$ cat config.mk
export PLATFORM = sky130hd
export DESIGN_NAME = calc_core_flat
export DESIGN_NICKNAME = d
export VERILOG_FILES = /design/src/rtl/calc_pkg.sv /design/src/rtl/calc_if.sv /design/src/rtl/bin2bcd_seq.sv /design/src/rtl/calc_core.sv /design/src/flat_wrapper.sv
export SDC_FILE = /design/constraint.sdc
export NUM_CORES = 1
export LEC_CHECK = 0
export CAP_MARGIN = 10
export CORE_MARGIN = 2
export CORE_UTILIZATION = 39
export DETAILED_ROUTE_END_ITERATION = 10
export PLACE_DENSITY = 0.54
export RECOVER_POWER = 50
export SETUP_SLACK_MARGIN = 0.3
export SLEW_MARGIN = 15
export SYNTH_ARGS = -nofsm -noshare
export SYNTH_HDL_FRONTEND = slang
export SYNTH_SLANG_ARGS = --single-unit
$ cat constraint.sdc
create_clock -name clk -period 10.8 [get_ports clk]
set_input_delay 2.16 -clock clk [delete_from_list [all_inputs] [get_ports clk]]
set_output_delay 2.16 -clock clk [all_outputs]
set_load 0.1 [all_outputs]
$ cat src/rtl/calc_pkg.sv
// Shared definitions for the calculator core: key codes, FSM states,
// operator encoding and small key-decode helpers.
package calc_pkg;

  localparam logic [3:0] KEY_ADD = 4'd10;
  localparam logic [3:0] KEY_MUL = 4'd11;
  localparam logic [3:0] KEY_SUB = 4'd12;
  localparam logic [3:0] KEY_ENT = 4'd13;
  localparam logic [3:0] KEY_BS  = 4'd14;
  localparam logic [3:0] KEY_CLR = 4'd15;

  localparam logic [3:0] BLANK = 4'hF;

  typedef enum logic [2:0] {
    ST_ENT_A = 3'd0,
    ST_ENT_B = 3'd1,
    ST_CALC  = 3'd2,
    ST_CONV  = 3'd3,
    ST_SHOW  = 3'd4
  } state_t;

  typedef enum logic [1:0] {
    OP_ADD = 2'd0,
    OP_MUL = 2'd1,
    OP_SUB = 2'd2
  } op_t;

  function automatic logic is_digit_key(input logic [3:0] k);
    return k <= 4'd9;
  endfunction

  function automatic logic is_op_key(input logic [3:0] k);
    return (k == KEY_ADD) || (k == KEY_MUL) || (k == KEY_SUB);
  endfunction

  function automatic op_t key_to_op(input logic [3:0] k);
    case (k)
      KEY_MUL: return OP_MUL;
      KEY_SUB: return OP_SUB;
      default: return OP_ADD;
    endcase
  endfunction

endpackage

$ cat src/rtl/calc_if.sv
// Key-in / display-out bundle between the key decoder, the calculator core
// and the display driver.
interface calc_if #(
  parameter int N_DIGITS = 2
) ();

  logic                    key_valid;
  logic [3:0]              key_code;
  logic [8*N_DIGITS-1:0]   disp_bcd;
  logic                    neg;
  logic                    busy;
  logic                    done;
  logic [2:0]              state;

  modport master (
    output key_valid, key_code,
    input  disp_bcd, neg, busy, done, state
  );

  modport slave (
    input  key_valid, key_code,
    output disp_bcd, neg, busy, done, state
  );

endinterface

$ cat src/rtl/bin2bcd_seq.sv
// Sequential double-dabble converter: RW steps, one bit per cycle.
// The start cycle already performs the first step (the BCD accumulator is
// zero then, so its add-3 pass is a no-op), and done pulses together with
// the last step, so bcd is valid while done is high.
module bin2bcd_seq #(
  parameter int RW = 14,
  parameter int ND = 4
) (
  input  logic            clk,
  input  logic            rst_n,
  input  logic            abort,
  input  logic            start,
  input  logic [RW-1:0]   bin,
  output logic [4*ND-1:0] bcd,
  output logic            done
);

  localparam int CW = $clog2(RW + 1);
  localparam int SW = 4*ND + RW;

  logic [RW-1:0] bin_sh;
  logic [CW-1:0] cnt;
  logic [SW-1:0] step_in;
  logic [SW-1:0] step_out;

  function automatic logic [SW-1:0] dabble(input logic [SW-1:0] v);
    logic [SW-1:0] t;
    t = v;
    for (int i = 0; i < ND; i++) begin
      if (t[RW+4*i +: 4] >= 4'd5)
        t[RW+4*i +: 4] = t[RW+4*i +: 4] + 4'd3;
    end
    return t << 1;
  endfunction

  assign step_in  = start ? {{(4*ND){1'b0}}, bin} : {bcd, bin_sh};
  assign step_out = dabble(step_in);

  // Step counter and done pulse; abort (clear key) kills a conversion.
  always_ff @(posedge clk) begin
    if (!rst_n || abort) begin
      cnt  <= '0;
      done <= 1'b0;
    end else begin
      done <= 1'b0;
      if (start) begin
        cnt <= CW'(RW - 1);
      end else if (cnt != '0) begin
        cnt <= cnt - CW'(1);
        if (cnt == CW'(1))
          done <= 1'b1;
      end
    end
  end

  // Shift/add-3 datapath, advanced on every active conversion cycle.
  always_ff @(posedge clk) begin
    if (start || cnt != '0)
      {bcd, bin_sh} <= step_out;
  end

endmodule

$ cat src/rtl/calc_core.sv
// Calculator core: collects operand A, operator and operand B from key
// codes, computes add/sub in one cycle or multiply by shift-add, converts
// the binary result to BCD sequentially and drives the digit display.
module calc_core
  import calc_pkg::*;
#(
  parameter int N_DIGITS = 2
) (
  input  logic clk,
  input  logic rst_n,
  calc_if.slave bus
);

  localparam int AW = $clog2(10**N_DIGITS);
  localparam int RW = 2*AW;
  localparam int ND = 2*N_DIGITS;
  localparam int CW = $clog2(N_DIGITS + 1);
  localparam int MW = $clog2(AW);
  localparam logic [RW-1:0] CHAIN_LIM = RW'(10**N_DIGITS);

  state_t          st;
  op_t             op;
  logic [AW-1:0]   a;
  logic [AW-1:0]   b;
  logic [CW-1:0]   cnt_a;
  logic [CW-1:0]   cnt_b;
  logic [RW-1:0]   result;
  logic [RW-1:0]   mcand;
  logic [AW-1:0]   mplier;
  logic [MW-1:0]   mstep;
  logic            conv_start;
  logic            neg_q;
  logic            busy_q;
  logic            done_q;
  logic [4*ND-1:0] show_disp;
  logic [4*ND-1:0] conv_bcd;
  logic            conv_done;
  logic            clr_key;

  // Append one decimal digit; callers guarantee the result fits AW bits.
  function automatic logic [AW-1:0] push_digit(input logic [AW-1:0] v,
                                               input logic [3:0]    d);
    return AW'(({4'd0, v} * (AW+4)'(10)) + (AW+4)'(d));
  endfunction

  function automatic logic [AW-1:0] drop_digit(input logic [AW-1:0] v);
    return v / AW'(10);
  endfunction

  // Number of significant decimal digits of a value below 10**N_DIGITS
  // (zero counts as one digit).
  function automatic logic [CW-1:0] sig_digits(input logic [RW-1:0] r);
    logic [CW-1:0] c;
    c = CW'(1);
    for (int k = 1; k < N_DIGITS; k++) begin
      if (r >= RW'(10**k))
        c = CW'(k + 1);
    end
    return c;
  endfunction

  // Combinational double-dabble for the operand shown during entry.
  function automatic logic [4*N_DIGITS-1:0] opnd_bcd(input logic [AW-1:0] v);
    logic [4*N_DIGITS+AW-1:0] t;
    t = {{(4*N_DIGITS){1'b0}}, v};
    for (int s = 0; s < AW; s++) begin
      for (int i = 0; i < N_DIGITS; i++) begin
        if (t[AW+4*i +: 4] >= 4'd5)
          t[AW+4*i +: 4] = t[AW+4*i +: 4] + 4'd3;
      end
      t = t << 1;
    end
    return t[AW +: 4*N_DIGITS];
  endfunction

  // Right-aligned operand: only the typed digit positions are lit, and an
  // empty operand still shows a single 0.
  function automatic logic [4*ND-1:0] opnd_disp(input logic [AW-1:0] v,
                                                input logic [CW-1:0] c);
    logic [4*N_DIGITS-1:0] dig;
    logic [4*ND-1:0]       r;
    dig = opnd_bcd(v);
    r   = {ND{BLANK}};
    for (int i = 0; i < N_DIGITS; i++) begin
      if (i == 0 || i < int'(c))
        r[4*i +: 4] = dig[4*i +: 4];
    end
    return r;
  endfunction

  // Blank leading zeros of the result, always keeping the last digit.
  function automatic logic [4*ND-1:0] blank_lead(input logic [4*ND-1:0] d);
    logic [4*ND-1:0] r;
    logic            lead;
    r    = d;
    lead = 1'b1;
    for (int i = ND - 1; i >= 1; i--) begin
      if (lead && d[4*i +: 4] == 4'd0)
        r[4*i +: 4] = BLANK;
      else
        lead = 1'b0;
    end
    return r;
  endfunction

  assign clr_key = bus.key_valid && (bus.key_code == KEY_CLR);

  bin2bcd_seq #(
    .RW (RW),
    .ND (ND)
  ) u_conv (
    .clk   (clk),
    .rst_n (rst_n),
    .abort (clr_key),
    .start (conv_start),
    .bin   (result),
    .bcd   (conv_bcd),
    .done  (conv_done)
  );

  // Main FSM: key entry, arithmetic, conversion hand-off and result display.
  always_ff @(posedge clk) begin
    if (!rst_n || clr_key) begin
      st         <= ST_ENT_A;
      op         <= OP_ADD;
      a          <= '0;
      b          <= '0;
      cnt_a      <= '0;
      cnt_b      <= '0;
      result     <= '0;
      mstep      <= '0;
      conv_start <= 1'b0;
      neg_q      <= 1'b0;
      busy_q     <= 1'b0;
      done_q     <= 1'b0;
    end else begin
      done_q     <= 1'b0;
      conv_start <= 1'b0;
      case (st)
        ST_ENT_A: begin
          if (bus.key_valid) begin
            if (is_digit_key(bus.key_code)) begin
              if (cnt_a != CW'(N_DIGITS)) begin
                a     <= push_digit(a, bus.key_code);
                cnt_a <= cnt_a + CW'(1);
              end
            end else if (bus.key_code == KEY_BS) begin
              if (cnt_a != '0) begin
                a     <= drop_digit(a);
                cnt_a <= cnt_a - CW'(1);
              end
            end else if (is_op_key(bus.key_code)) begin
              op    <= key_to_op(bus.key_code);
              b     <= '0;
              cnt_b <= '0;
              st    <= ST_ENT_B;
            end
          end
        end
        ST_ENT_B: begin
          if (bus.key_valid) begin
            if (is_digit_key(bus.key_code)) begin
              if (cnt_b != CW'(N_DIGITS)) begin
                b     <= push_digit(b, bus.key_code);
                cnt_b <= cnt_b + CW'(1);
              end
            end else if (bus.key_code == KEY_BS) begin
              if (cnt_b != '0) begin
                b     <= drop_digit(b);
                cnt_b <= cnt_b - CW'(1);
              end
            end else if (is_op_key(bus.key_code)) begin
              op <= key_to_op(bus.key_code);
            end else if (bus.key_code == KEY_ENT) begin
              result <= '0;
              mcand  <= RW'(a);
              mplier <= b;
              mstep  <= '0;
              busy_q <= 1'b1;
              st     <= ST_CALC;
            end
          end
        end
        ST_CALC: begin
          case (op)
            OP_SUB: begin
              if (a >= b) begin
                result <= RW'(a - b);
                neg_q  <= 1'b0;
              end else begin
                result <= RW'(b - a);
                neg_q  <= 1'b1;
              end
              conv_start <= 1'b1;
              st         <= ST_CONV;
            end
            OP_MUL: begin
              if (mplier[0])
                result <= result + mcand;
              mcand  <= mcand << 1;
              mplier <= mplier >> 1;
              mstep  <= mstep + MW'(1);
              if (mstep == MW'(AW - 1)) begin
                conv_start <= 1'b1;
                st         <= ST_CONV;
              end
            end
            default: begin
              result     <= RW'(a) + RW'(b);
              neg_q      <= 1'b0;
              conv_start <= 1'b1;
              st         <= ST_CONV;
            end
          endcase
        end
        ST_CONV: begin
          if (conv_done) begin
            show_disp <= blank_lead(conv_bcd);
            busy_q    <= 1'b0;
            done_q    <= 1'b1;
            st        <= ST_SHOW;
          end
        end
        ST_SHOW: begin
          if (bus.key_valid) begin
            if (is_digit_key(bus.key_code)) begin
              a     <= AW'(bus.key_code);
              cnt_a <= CW'(1);
              neg_q <= 1'b0;
              st    <= ST_ENT_A;
            end else if (is_op_key(bus.key_code) && !neg_q &&
                         result < CHAIN_LIM) begin
              a     <= AW'(result);
              cnt_a <= sig_digits(result);
              op    <= key_to_op(bus.key_code);
              b     <= '0;
              cnt_b <= '0;
              st    <= ST_ENT_B;
            end
          end
        end
        default: st <= ST_ENT_A;
      endcase
    end
  end

  // Display source: live operand during entry, B held through CALC/CONV,
  // latched converted result in SHOW.
  always_comb begin
    bus.disp_bcd = opnd_disp(b, cnt_b);
    if (st == ST_SHOW)
      bus.disp_bcd = show_disp;
    else if (st == ST_ENT_A)
      bus.disp_bcd = opnd_disp(a, cnt_a);
  end

  assign bus.neg   = neg_q;
  assign bus.busy  = busy_q;
  assign bus.done  = done_q;
  assign bus.state = st;

endmodule

$ cat src/flat_wrapper.sv
// flat-port wrapper written by rule: the top's interface ports become plain ports
module calc_core_flat import calc_pkg::*;
#(
  parameter int N_DIGITS = 2
)
  (clk, rst_n, bus_key_valid, bus_key_code, bus_disp_bcd, bus_neg, bus_busy, bus_done, bus_state);
  calc_if #(.N_DIGITS(N_DIGITS)) bus_i ();
  input  logic clk;
  input  logic rst_n;
  input wire logic [$bits(bus_i.key_valid)-1:0] bus_key_valid;
  input wire logic [$bits(bus_i.key_code)-1:0] bus_key_code;
  output wire logic [$bits(bus_i.disp_bcd)-1:0] bus_disp_bcd;
  output wire logic [$bits(bus_i.neg)-1:0] bus_neg;
  output wire logic [$bits(bus_i.busy)-1:0] bus_busy;
  output wire logic [$bits(bus_i.done)-1:0] bus_done;
  output wire logic [$bits(bus_i.state)-1:0] bus_state;
  assign bus_i.key_valid = bus_key_valid;
  assign bus_i.key_code = bus_key_code;
  assign bus_disp_bcd = bus_i.disp_bcd;
  assign bus_neg = bus_i.neg;
  assign bus_busy = bus_i.busy;
  assign bus_done = bus_i.done;
  assign bus_state = bus_i.state;
  calc_core #(.N_DIGITS(N_DIGITS)) u_core (.clk(clk), .rst_n(rst_n), .bus(bus_i));
endmodule
==> metrics.txt <==
outcome=complete, but fails checks; failing checks=capacitance limit, slew limit; layer with the highest usage=met2; Routed Antenna Nets=0; met1 Usage GRT=26.7%; final hold vios=0; GRT overflow=0; TritonCTS clock tree=yes; Synth Register Bits=115; Yosys top cell by area=edfxtp_1; power per cell area=248 mW/mm²; Slew @ Worst Pin=1.90 ns; CTS Hold Bufs=0; Nets=1123; Reg clk slew, reported paths=0.06 ns; TNS Setup=0 ns; met2 usage=32.5%; RSZ-0062 raised after global routing=false; CP Class=flop to primary output; Fillers=2187; htree depth=4; Placer Congestion=0.863; Layout area overhead=12.5%; total CTS buffers=17; startpoint types=flop; Placed Cells=1282; Site Rows=55; Seq/Total Area, Yosys=33.4%; Synth async-reset ratio=0%; Die W=155 µm; initial antenna violation count=0; vias per inst=5.55; non-filler cells, final=1314; share of the synthesized area in the top cell type=22.3%; mapped cell area=0.00887 mm²; maximum vdd drop=0.000672 V; clk_skew=0.0140 ns; # IOs=29; Slew HR=-26.4%; # resized after CTS=0; Distinct cells, synth=66; synth warn=0; Die Area=0.0240 mm²; first-pass GRT wire length=37200 µm; vias in the first global route=7068; Root Driver=clkbuf_16; top cells by area, synth=edfxtp_1 22%, ha_1 13%, dfxtp_1 11%, nor2_1 4.4%, a21oi_1 4.3%; Fin Hold WS=0.495 ns; via count=7289; minimum clock period=8.80 ns; Commonest cells post-synth=104 x nor2_1, 92 x ha_1, 80 x nand2_1, 76 x a21oi_1, 66 x edfxtp_1; WL final=23100 µm; Worst setup EP type=primary output; Total GRT Usage=19.7%; Min-Delay Path Class=flop to flop; Syn Nets=1102; router iterations before antenna repair=6; drt wl/cell=17.6 µm; starting DRC count in detailed routing=516; Final Cycle Share=81.4%; syn_area_per_cell=8.91 µm²; Final Setup Violations=0; Die Y-Extent=155 µm; worst-path fanout max=10; Initial Utilization=39.4%; layout cells sized above 1=7.87%; met3 usage=3.11%; largest net degree at the start of global routing=39; Setup Buffers After CTS=0; top-count cell post-synth=nor2_1; Leakage=3.97 nW; max_cap viols=1; DP HPWL=16900 µm; WP data arrival=6.64 ns; clk_lat worst skew=0.43 ns; Syn Inst Count=995; DRC viols=0; Max Fclk=0.114 GHz; maximum clock insertion buffer count=2; core area=0.0225 mm²; required time worst endpoint=8.64 ns; I/O Buffers=28; fin. max-slew vios=39; Sink Count=115; number of diodes=0; Top FF cell, synth=edfxtp_1; Post-synth EDFFs=66
-- registers in the layout (all words and copies together), names as in the netlist --
register,cells
u_core.show_disp,16
u_core.u_conv.bcd,16
u_core.mcand,14
u_core.result,14
u_core.u_conv.bin_sh,13
u_core.a,7
u_core.b,7
u_core.mplier,7
u_core.u_conv.cnt,4
u_core.bus.state,3
u_core.mstep,3
u_core.cnt_a,2
u_core.cnt_b,2
u_core.op,2
u_core.bus.busy,1
u_core.bus.done,1
u_core.bus.neg,1
u_core.conv_start,1
u_core.u_conv.done,1
-- per-layer routing --
metal | wire length (µm) | vias up
met4 | 435 | 0
li1 | - | 3645
met2 | 10600 | 166
met5 | 0 | -
met1 | 11200 | 3437
met3 | 862 | 41
-- kinds of logic (layout without fill, tap and decap cells) --
logic type | count (synthesis) | after routing | share of synthesized area (%)
and+or+nand+nor | 312 | 312 | 16.6
AOI/OAI and AO/OA | 275 | 275 | 20.5
DFF | 115 | 115 | 33.4
adders and majority gates | 103 | 103 | 15.1
buffers and inverters | 100 | 134 | 4.43
xor gates and xnor gates | 48 | 48 | 4.74
muxes | 42 | 42 | 5.25
-- worst paths after layout --
path,from,depth (start not counted),slack [ns],to
min reg2reg,u_core.mstep[2],2,0.49,u_core.mstep[2]
max,u_core.b[5],23,2.00,bus_disp_bcd[2]
max reg2reg,u_core.b[1],11,6.64,u_core.result[12]
min,u_core.mstep[2],2,0.49,u_core.mstep[2]
-- layout by cell type (no fill, tap or decap), types with 5 or more instances in the layout --
master           count
buf_4                8
nand4_1              5
a21boi_1             5
xor2_1              16
xnor2_1             32
mux2_2              20
o21ai_0             51
a21o_1              15
nor4_1               5
nor3_1              28
nand3_1              8
clkbuf_1             5
ha_1                92
nand2_1             80
clkbuf_16           17
edfxtp_1            66
a21oi_1             76
fa_1                 8
nor2_1             104
nand2b_1            31
clkdlybuf4s50_1     27
o31ai_1              6
o211ai_1             7
or3_1                8
clkinv_1             6
nor3b_1              5
mux2i_1             18
inv_1               58
clkinvlp_4           6
dfxtp_1             49
a22oi_1             12
a221o_1              5
o22ai_1              6
a31oi_1              7
nor2b_1             11
a221oi_1             5
o21bai_1            15
a211oi_1            18
o21a_1               7
and3_1               8
-- area by class of cell --
cell class | count | area, µm² | area share (%)
repair buffers | 40 | 355 | 3.56
clock buffers | 18 | 429 | 4.30
flip-flops and latches | 115 | 2960 | 29.7
inverters | 62 | 233 | 2.33
clock inverters | 14 | 115 | 1.15
multi-input cells | 780 | 5520 | 55.4
well taps | 285 | 357 | 3.57
-- power by group --
part / switching (mW) / internal (mW) / total (mW)
clock network: 0.220 / 0.314 / 0.534
registers: 0.0900 / 0.608 / 0.698
logic: 0.809 / 0.436 / 1.24
-- critical path: stages, from the launching register on --
cell and delay, ns:
dfxtp_1 0.54, clkinv_1 0.35, ha_1 0.28, inv_1 0.05
ha_1 0.23, a21o_1 0.16, xnor2_1 0.15, ha_1 0.25
nor2b_1 0.15, a211oi_1 0.32, nor2_1 0.13, xnor2_1 0.33
ha_1 0.23, nor2b_1 0.22, nor2_1 0.07, o21ai_0 0.06
nor3b_2 0.25, xnor2_1 0.24, ha_1 0.27, nand2b_1 0.08
a21boi_1 0.23, mux2_2 0.36, o21ai_1 0.11, clkdlybuf4s50_1 1.15
-- stage by stage --
stage | total power [mW] | util, % | cell area (µm²) | setup WS [ns]
2_1_floorplan | 1.68 | - | 8870 | 2.53
3_3_place_gp | 1.94 | 42.0 | 9460 | 2.60
3_5_place_dp | 1.95 | 42.0 | 9460 | 2.46
4_1_cts | 2.49 | 44.4 | 10000 | 1.96
5_1_grt | 2.64 | 44.3 | 9980 | 1.46
6_report | 2.48 | 44.3 | 9980 | 2.00
Note: power is estimated with default switching activity, not from simulation.
